<file path="src/rtl/dfa_state_ram_mp.sv">
// Multiport DFA state RAM: one write port, NUM_RD read ports with write lookahead and soft-clear sweep.
// Optional macro DFA_STATE_RAM_MP_OUTREG_EN adds a per-port output register (read latency 2).
module dfa_state_ram_mp_rdport #(
  parameter int ADDR_WIDTH = 4,
  parameter int DATA_WIDTH = 8
) (
  input  logic                  clk,
  input  logic                  reset_n,
  input  logic [ADDR_WIDTH-1:0] i_rd_addr,
  input  logic [DATA_WIDTH-1:0] i_mem_data,
  input  logic [ADDR_WIDTH-1:0] i_wr_addr,
  input  logic [DATA_WIDTH-1:0] i_wr_data,
  input  logic                  i_wr_acc,
  output logic [DATA_WIDTH-1:0] o_rd_data
);
  logic                  r_byp;
  logic [DATA_WIDTH-1:0] r_wdata;
  logic [DATA_WIDTH-1:0] r_mem_q;
  logic [DATA_WIDTH-1:0] w_stage1;

  always_ff @(posedge clk or negedge reset_n) begin
    if (!reset_n) begin
      r_byp   <= 1'b0;
      r_wdata <= '0;
      r_mem_q <= '0;
    end else begin
      r_byp   <= (i_rd_addr == i_wr_addr) && i_wr_acc;
      r_wdata <= i_wr_data;
      r_mem_q <= i_mem_data;
    end
  end

  assign w_stage1 = r_byp ? r_wdata : r_mem_q;

`ifdef DFA_STATE_RAM_MP_OUTREG_EN
  logic [ADDR_WIDTH-1:0] r_rd_addr;
  logic [DATA_WIDTH-1:0] r_out;

  // A write landing one cycle after the address was sampled is younger than anything stage 1 saw.
  always_ff @(posedge clk or negedge reset_n) begin
    if (!reset_n) begin
      r_rd_addr <= '0;
      r_out     <= '0;
    end else begin
      r_rd_addr <= i_rd_addr;
      r_out     <= ((r_rd_addr == i_wr_addr) && i_wr_acc) ? i_wr_data : w_stage1;
    end
  end

  assign o_rd_data = r_out;
`else
  assign o_rd_data = w_stage1;
`endif
endmodule

module dfa_state_ram_mp #(
  parameter int DEPTH          = 16,
  parameter int DATA_WIDTH     = 8,
  parameter int ADDR_WIDTH     = 4,
  parameter int NUM_RD         = 2,
  parameter int CLEAR_ON_RESET = 1
) (
  input  logic                         clk,
  input  logic                         reset_n,
  input  logic [ADDR_WIDTH-1:0]        wr_address,
  input  logic [DATA_WIDTH-1:0]        wr_writedata,
  input  logic                         wr_write,
  output logic                         wr_waitrequest,
  input  logic                         clear,
  input  logic [NUM_RD*ADDR_WIDTH-1:0] rd_address,
  output logic [NUM_RD*DATA_WIDTH-1:0] rd_readdata
);
  localparam int                  IW      = $clog2(DEPTH);
  localparam logic [ADDR_WIDTH:0] LP_DEPTH = (ADDR_WIDTH+1)'(DEPTH);
  localparam logic [ADDR_WIDTH-1:0] LP_LAST = ADDR_WIDTH'(DEPTH - 1);

  typedef enum logic {S_CLEARING, S_READY} state_t;

  state_t                r_state;
  logic [ADDR_WIDTH-1:0] r_clear_count;
  logic                  r_waitreq;
  logic [DATA_WIDTH-1:0] r_mem [DEPTH];

  logic                                   w_wr_acc;
  logic                                   w_wr_inrange;
  logic [NUM_RD-1:0][ADDR_WIDTH-1:0]      w_rd_addr;
  logic [NUM_RD-1:0][DATA_WIDTH-1:0]      w_mem_rd;
  logic [NUM_RD-1:0][DATA_WIDTH-1:0]      w_rd_data;

  assign w_wr_acc       = wr_write && !r_waitreq;
  assign w_wr_inrange   = {1'b0, wr_address} < LP_DEPTH;
  assign wr_waitrequest = r_waitreq;
  assign w_rd_addr      = rd_address;
  assign rd_readdata    = w_rd_data;

  always_ff @(posedge clk or negedge reset_n) begin
    if (!reset_n) begin
      r_state       <= (CLEAR_ON_RESET != 0) ? S_CLEARING : S_READY;
      r_clear_count <= LP_LAST;
      r_waitreq     <= 1'b1;
    end else begin
      case (r_state)
        S_CLEARING: begin
          if (r_clear_count == '0) begin
            r_state   <= S_READY;
            r_waitreq <= 1'b0;
          end else begin
            r_clear_count <= r_clear_count - 1'b1;
          end
        end
        default: begin
          r_waitreq <= 1'b0;
          if (clear && (CLEAR_ON_RESET != 0)) begin
            r_state       <= S_CLEARING;
            r_clear_count <= LP_LAST;
            r_waitreq     <= 1'b1;
          end
        end
      endcase
    end
  end

  // Storage has no reset; the sweep is what zeroes it.
  always_ff @(posedge clk) begin
    if (r_state == S_CLEARING)
      r_mem[r_clear_count[IW-1:0]] <= '0;
    else if (w_wr_acc && w_wr_inrange)
      r_mem[wr_address[IW-1:0]] <= wr_writedata;
  end

  for (genvar k = 0; k < NUM_RD; k++) begin : g_rd
    assign w_mem_rd[k] = ({1'b0, w_rd_addr[k]} < LP_DEPTH) ? r_mem[w_rd_addr[k][IW-1:0]] : '0;

    dfa_state_ram_mp_rdport #(
      .ADDR_WIDTH (ADDR_WIDTH),
      .DATA_WIDTH (DATA_WIDTH)
    ) u_rdport (
      .clk        (clk),
      .reset_n    (reset_n),
      .i_rd_addr  (w_rd_addr[k]),
      .i_mem_data (w_mem_rd[k]),
      .i_wr_addr  (wr_address),
      .i_wr_data  (wr_writedata),
      .i_wr_acc   (w_wr_acc),
      .o_rd_data  (w_rd_data[k])
    );
  end
endmodule

</file>
<file path="config.mk">
export PLATFORM = sky130hd
export DESIGN_NAME = dfa_state_ram_mp
export DESIGN_NICKNAME = d
export VERILOG_FILES = /design/src/rtl/dfa_state_ram_mp.sv
export SDC_FILE = /design/constraint.sdc
export NUM_CORES = 1
export LEC_CHECK = 0
export ABC_AREA = 0
export CAP_MARGIN = 5
export CORE_UTILIZATION = 34
export CTS_BUF_LIST = sky130_fd_sc_hd__clkbuf_8
export DETAILED_ROUTE_END_ITERATION = 7
export PLACE_DENSITY = 0.56
export RECOVER_POWER = 50
export SYNTH_ARGS = -nofsm -noshare
export SYNTH_HDL_FRONTEND = slang
export SYNTH_SLANG_ARGS = --single-unit
</file>
<file path="constraint.sdc">
create_clock -name clk -period 6.66 [get_ports clk]
set_clock_uncertainty 0.1 [all_clocks]
set_input_delay 1.998 -clock clk [delete_from_list [all_inputs] [get_ports clk]]
set_output_delay 1.998 -clock clk [all_outputs]
set_load 0.1 [all_outputs]
</file>
==> impl_results.html <==
<table>
<tr><th>Metric</th><th>Value</th></tr>
<tr><th colspan="2">Route</th></tr>
<tr><td>Routed vias</td><td>4159</td></tr>
<tr><td>Detailed Routing Iterations Pass 1</td><td>5</td></tr>
<tr><td>Remaining design rule violation count</td><td>0</td></tr>
<tr><td>Vias per Instance</td><td>5.69</td></tr>
<tr><td>Final WL</td><td>19000 µm</td></tr>
<tr><td>Drt wl/cell</td><td>26.0 µm</td></tr>
<tr><td>Number of nets with antenna violations after detailed routing</td><td>0</td></tr>
<tr><td>First DRT Iteration DRCs</td><td>429</td></tr>
<tr><th colspan="2">Global routing</th></tr>
<tr><td>Largest net degree at the start of global routing</td><td>34</td></tr>
<tr><td>Global-route wire length before repair</td><td>27300 µm</td></tr>
<tr><td>Global routing usage summed across all routing layers</td><td>0.177</td></tr>
<tr><td>Overflow left after global routing</td><td>0</td></tr>
<tr><td>Antenna violations before repair</td><td>0</td></tr>
<tr><td>Via count of the first global-routing pass</td><td>4118</td></tr>
<tr><th colspan="2">CTS</th></tr>
<tr><td>Post-CTS resize count</td><td>0</td></tr>
<tr><td>Buffer levels on the longest clock path</td><td>2</td></tr>
<tr><td>Clk sink count</td><td>160</td></tr>
<tr><td>Clock buffer count from CTS</td><td>17</td></tr>
<tr><td>CTS HTree Levels</td><td>4</td></tr>
<tr><td>Setup Fix Bufs, Post-CTS</td><td>0</td></tr>
<tr><td>Root buf cell</td><td>sky130_fd_sc_hd__clkbuf_8</td></tr>
<tr><td>Clock tree from TritonCTS</td><td>done</td></tr>
<tr><td>Clk_lat worst skew</td><td>0.46 ns</td></tr>
<tr><td>Number of hold-repair buffers added at the cts stage</td><td>0</td></tr>
<tr><td>Clock slew at reported path FFs</td><td>0.07 ns</td></tr>
<tr><th colspan="2">Yosys</th></tr>
<tr><td>Async set-or-reset flop fraction in the synthesized netlist</td><td>0.200</td></tr>
<tr><td>Number of synthesized register bits</td><td>160</td></tr>
<tr><td>Cells after synthesis</td><td>402</td></tr>
<tr><td>Number of flops mapped to enable cells by yosys</td><td>128</td></tr>
<tr><td>Ranking of synthesized cells by instance count</td><td>sky130_fd_sc_hd__edfxtp_1 (128), sky130_fd_sc_hd__mux4_1 (38), sky130_fd_sc_hd__a22oi_1 (32)</td></tr>
<tr><td>Post-synthesis cell area</td><td>0.00749 mm²</td></tr>
<tr><td>Yosys warning count</td><td>0</td></tr>
<tr><td>Synth top area cells</td><td>sky130_fd_sc_hd__edfxtp_1 (51%), sky130_fd_sc_hd__mux4_1 (13%), sky130_fd_sc_hd__dfrtp_1 (9.0%)</td></tr>
<tr><td>Net count of the mapped netlist</td><td>427</td></tr>
<tr><td>Post-Syn Area per Cell</td><td>18.6 µm²</td></tr>
<tr><td>Distinct cell type count of the synthesized netlist</td><td>36</td></tr>
<tr><td>Fraction of the yosys area taken by sequential cells</td><td>0.621</td></tr>
<tr><td>Largest area contributor in the synthesized netlist</td><td>sky130_fd_sc_hd__edfxtp_1</td></tr>
<tr><td>Most used flip-flop cell after synthesis</td><td>sky130_fd_sc_hd__edfxtp_1</td></tr>
<tr><td>Area fraction of the dominant cell type after synthesis</td><td>0.513</td></tr>
<tr><td>Cell with the most instances after synthesis</td><td>sky130_fd_sc_hd__edfxtp_1</td></tr>
<tr><th colspan="2">Pwr</th></tr>
<tr><td>Cell leakage power</td><td>0.00279 µW</td></tr>
<tr><td>Switching power</td><td>1040 µW</td></tr>
<tr><td>Switching power as a share of total power</td><td>0.339</td></tr>
<tr><td>Maximum ir drop on the vdd rail</td><td>0.136 mV</td></tr>
<tr><td>Clk network pwr share</td><td>0.224</td></tr>
<tr><td>Power per standard cell area</td><td>362 mW/mm²</td></tr>
<tr><td>Internal Pwr Total</td><td>2020 µW</td></tr>
<tr><td>Power share of the sequential group</td><td>0.492</td></tr>
<tr><td>Proportion of power drawn by combinational gates</td><td>0.284</td></tr>
<tr><th colspan="2">Timing</th></tr>
<tr><td>Minimum clock period after layout</td><td>4.93 ns</td></tr>
<tr><td>Final worst hold slack</td><td>0.430 ns</td></tr>
<tr><td>Setup violations, final</td><td>0</td></tr>
<tr><td>Max-slew violation count</td><td>101</td></tr>
<tr><td>Min setup slack post-route</td><td>1.73 ns</td></tr>
<tr><td>Highest achievable clock rate</td><td>203 MHz</td></tr>
<tr><td>Max-slew headroom</td><td>-0.758</td></tr>
<tr><td>Post-route fraction of the period consumed by the critical path</td><td>0.740</td></tr>
<tr><td>Final Hold Violating Endpoints</td><td>0</td></tr>
<tr><td>Summed negative setup slack over all endpoints</td><td>0 ns</td></tr>
<tr><td>RSZ-0062 raised after global routing</td><td>no</td></tr>
<tr><td>Slew at the pin with the worst max-slew slack</td><td>2.64 ns</td></tr>
<tr><th colspan="2">Cells and area</th></tr>
<tr><td>Share of cells above drive strength 1</td><td>0.186</td></tr>
<tr><td>N_diodes</td><td>0</td></tr>
<tr><td>NumNets Final</td><td>468</td></tr>
<tr><td>Total of fill cells in the finished design</td><td>1885</td></tr>
<tr><td>Final design utilization</td><td>0.396</td></tr>
<tr><td>Syn-to-layout area delta</td><td>12.5%</td></tr>
<tr><th colspan="2">Setup path</th></tr>
<tr><td>Crit Reg-Reg Endpoint</td><td>r_mem[13][0]$_DFFE_PP_</td></tr>
<tr><td>Element type at the critical path start</td><td>input pin</td></tr>
<tr><td>CP Capture Point</td><td>g_rd[1].u_rdport.r_mem_q[2]$_DFF_PN0_</td></tr>
<tr><td>Category of the worst setup path capture point</td><td>flip-flop</td></tr>
<tr><td>Data required time at the worst endpoint</td><td>6.87 ns</td></tr>
<tr><td>Setup slack of the most critical reg-to-reg path</td><td>3.34 ns</td></tr>
<tr><td>Worst setup path class</td><td>in -&gt; reg</td></tr>
<tr><td>Depth of the worst register-to-register path</td><td>3</td></tr>
<tr><td>Source of the critical timing path</td><td>rd_address[4]</td></tr>
<tr><td>Endpoint arrival time on the critical path</td><td>5.14 ns</td></tr>
<tr><td>Largest fanout on the critical path</td><td>33</td></tr>
<tr><td>Startpoint of the worst-slack reg-to-reg timing path</td><td>r_state$_DFF_PN0_</td></tr>
<tr><th colspan="2">Min path</th></tr>
<tr><td>Worst min-delay path startpoint</td><td>wr_waitrequest$_DFFE_PN1P_</td></tr>
<tr><td>Min-delay worst type</td><td>reg -&gt; reg</td></tr>
<tr><th colspan="2">Floorplan</th></tr>
<tr><td>Floorplan die height</td><td>150 µm</td></tr>
<tr><td>Initial core utilization</td><td>0.352</td></tr>
<tr><td>Row cnt</td><td>53</td></tr>
<tr><td>Core outline area</td><td>0.0213 mm²</td></tr>
<tr><td>Die width</td><td>150 µm</td></tr>
<tr><td>DIE AREA</td><td>0.0226 mm²</td></tr>
<tr><td>Io pins</td><td>41</td></tr>
<tr><th colspan="2">Placement</th></tr>
<tr><td>Worst slack at placement</td><td>1.51 ns</td></tr>
<tr><td>Placed wire-length estimate after detailed placement</td><td>12900 µm</td></tr>
<tr><td>Placer Congestion</td><td>0.811</td></tr>
<tr><td>Number of input and output port buffers inserted</td><td>40</td></tr>
<tr><th colspan="2">Status</th></tr>
<tr><td>Violated checks</td><td>capacitance limit, slew limit</td></tr>
<tr><td>Outcome</td><td>finished, violations left</td></tr>
<tr><th colspan="2">Flow run</th></tr>
<tr><td>Maxcap violations</td><td>3</td></tr>
</table>
==> kinds of logic (layout without fill, tap and decap cells) <==
| logic type | count (synthesis) | count (layout) | synth area share |
|---|---|---|---|
| flip-flops | 160 | 160 | 0.621 |
| buffers and inverters | 34 | 88 | 0.0331 |
| adder cells (fa/ha/maj) | 1 | 1 | 0.00167 |
| AO/OA/AOI/OAI | 41 | 41 | 0.0404 |
| multiplexers | 86 | 86 | 0.245 |
| XOR/XNOR | 9 | 9 | 0.0105 |
| AND/OR/NAND/NOR | 71 | 71 | 0.0485 |
==> sequential cells by signal, indices dropped and copies added, names as in the netlist <==
signal,flops
g_rd.u_rdport.r_mem_q,16
g_rd.u_rdport.r_byp,2
wr_waitrequest,1
r_clear_count,4
r_mem,128
g_rd.u_rdport.r_wdata,8
r_state,1
==> cells in the final DEF, fill, tap and decap left out, types with 2 or more instances in the layout <==
master,instances
sky130_fd_sc_hd__a22oi_1,32
sky130_fd_sc_hd__a31oi_1,2
sky130_fd_sc_hd__a32oi_1,2
sky130_fd_sc_hd__and2_0,8
sky130_fd_sc_hd__and2_1,3
sky130_fd_sc_hd__and2b_1,2
sky130_fd_sc_hd__and3b_1,2
sky130_fd_sc_hd__buf_2,3
sky130_fd_sc_hd__buf_4,6
sky130_fd_sc_hd__bufinv_16,2
sky130_fd_sc_hd__clkbuf_1,3
sky130_fd_sc_hd__clkbuf_8,19
sky130_fd_sc_hd__clkdlybuf4s50_1,26
sky130_fd_sc_hd__clkinv_2,3
sky130_fd_sc_hd__dfrtp_1,27
sky130_fd_sc_hd__dfstp_2,5
sky130_fd_sc_hd__dlygate4sd3_1,11
sky130_fd_sc_hd__edfxtp_1,128
sky130_fd_sc_hd__inv_1,12
sky130_fd_sc_hd__mux2_2,18
sky130_fd_sc_hd__mux2i_1,4
sky130_fd_sc_hd__mux4_1,38
sky130_fd_sc_hd__mux4_2,24
sky130_fd_sc_hd__mux4_4,2
sky130_fd_sc_hd__nand2_1,20
sky130_fd_sc_hd__nand2b_1,2
sky130_fd_sc_hd__nand3_1,4
sky130_fd_sc_hd__nor2_1,6
sky130_fd_sc_hd__nor2b_1,2
sky130_fd_sc_hd__nor3_1,20
sky130_fd_sc_hd__o21ai_0,3
sky130_fd_sc_hd__xnor2_1,7
sky130_fd_sc_hd__xor2_1,2
==> worst max-delay path: stages <==
cell and delay, ns:
sky130_fd_sc_hd__clkbuf_1 1.84, sky130_fd_sc_hd__mux4_1 0.78, sky130_fd_sc_hd__a22oi_1 0.33, sky130_fd_sc_hd__nand2_1 0.16
==> routing by layer <==
metal  up-vias  global-route usage  routed length, µm
met5         -                   0                  0
met4         0              0.0702                434
met3        24              0.0415               1180
li1       1764                   -                  -
met1      2189               0.251               8620
met2       182               0.264               8750
==> worst min path at each step <==
stage | to | slack (ns) | depth (start not counted)
after global placement | wr_waitrequest$_DFFE_PN1P_ | 0.40 | 2
after floorplan | r_clear_count[2]$_DFFE_PN1P_ | 0.41 | 2
after detailed placement | wr_waitrequest$_DFFE_PN1P_ | 0.42 | 2
final | wr_waitrequest$_DFFE_PN1P_ | 0.43 | 2
after CTS | wr_waitrequest$_DFFE_PN1P_ | 0.43 | 2
after global routing | wr_waitrequest$_DFFE_PN1P_ | 0.50 | 2
==> layout make-up <==
type	instances	area (µm²)	area share
multi-input combinational	208	2590	0.307
clock inverter	13	109	0.0129
sequential	160	4650	0.552
tap	275	344	0.0408
clock buffer	19	262	0.0310
inverter	6	22.5	0.00267
timing repair buffer	50	449	0.0533
==> power groups by stage <==
stage                     logic, µW  clock network (µW)  registers, µW
final                           868                 683           1500
after global routing            921                 735           1520
after CTS                       866                 696           1500
after detailed placement        863                   0           1520
after global placement          845                   0           1510
after floorplan                 630                   0           1460
==> metrics by stage <==
stage | total power [µW] | cells | area, µm²
after floorplan | 2090 | 402 | 7490
after global placement | 2350 | 696 | 8040
after detailed placement | 2380 | 696 | 8040
after CTS | 3060 | 728 | 8410
after global routing | 3180 | 731 | 8430
final | 3050 | 731 | 8430
Power figures use the tool's default switching activity.
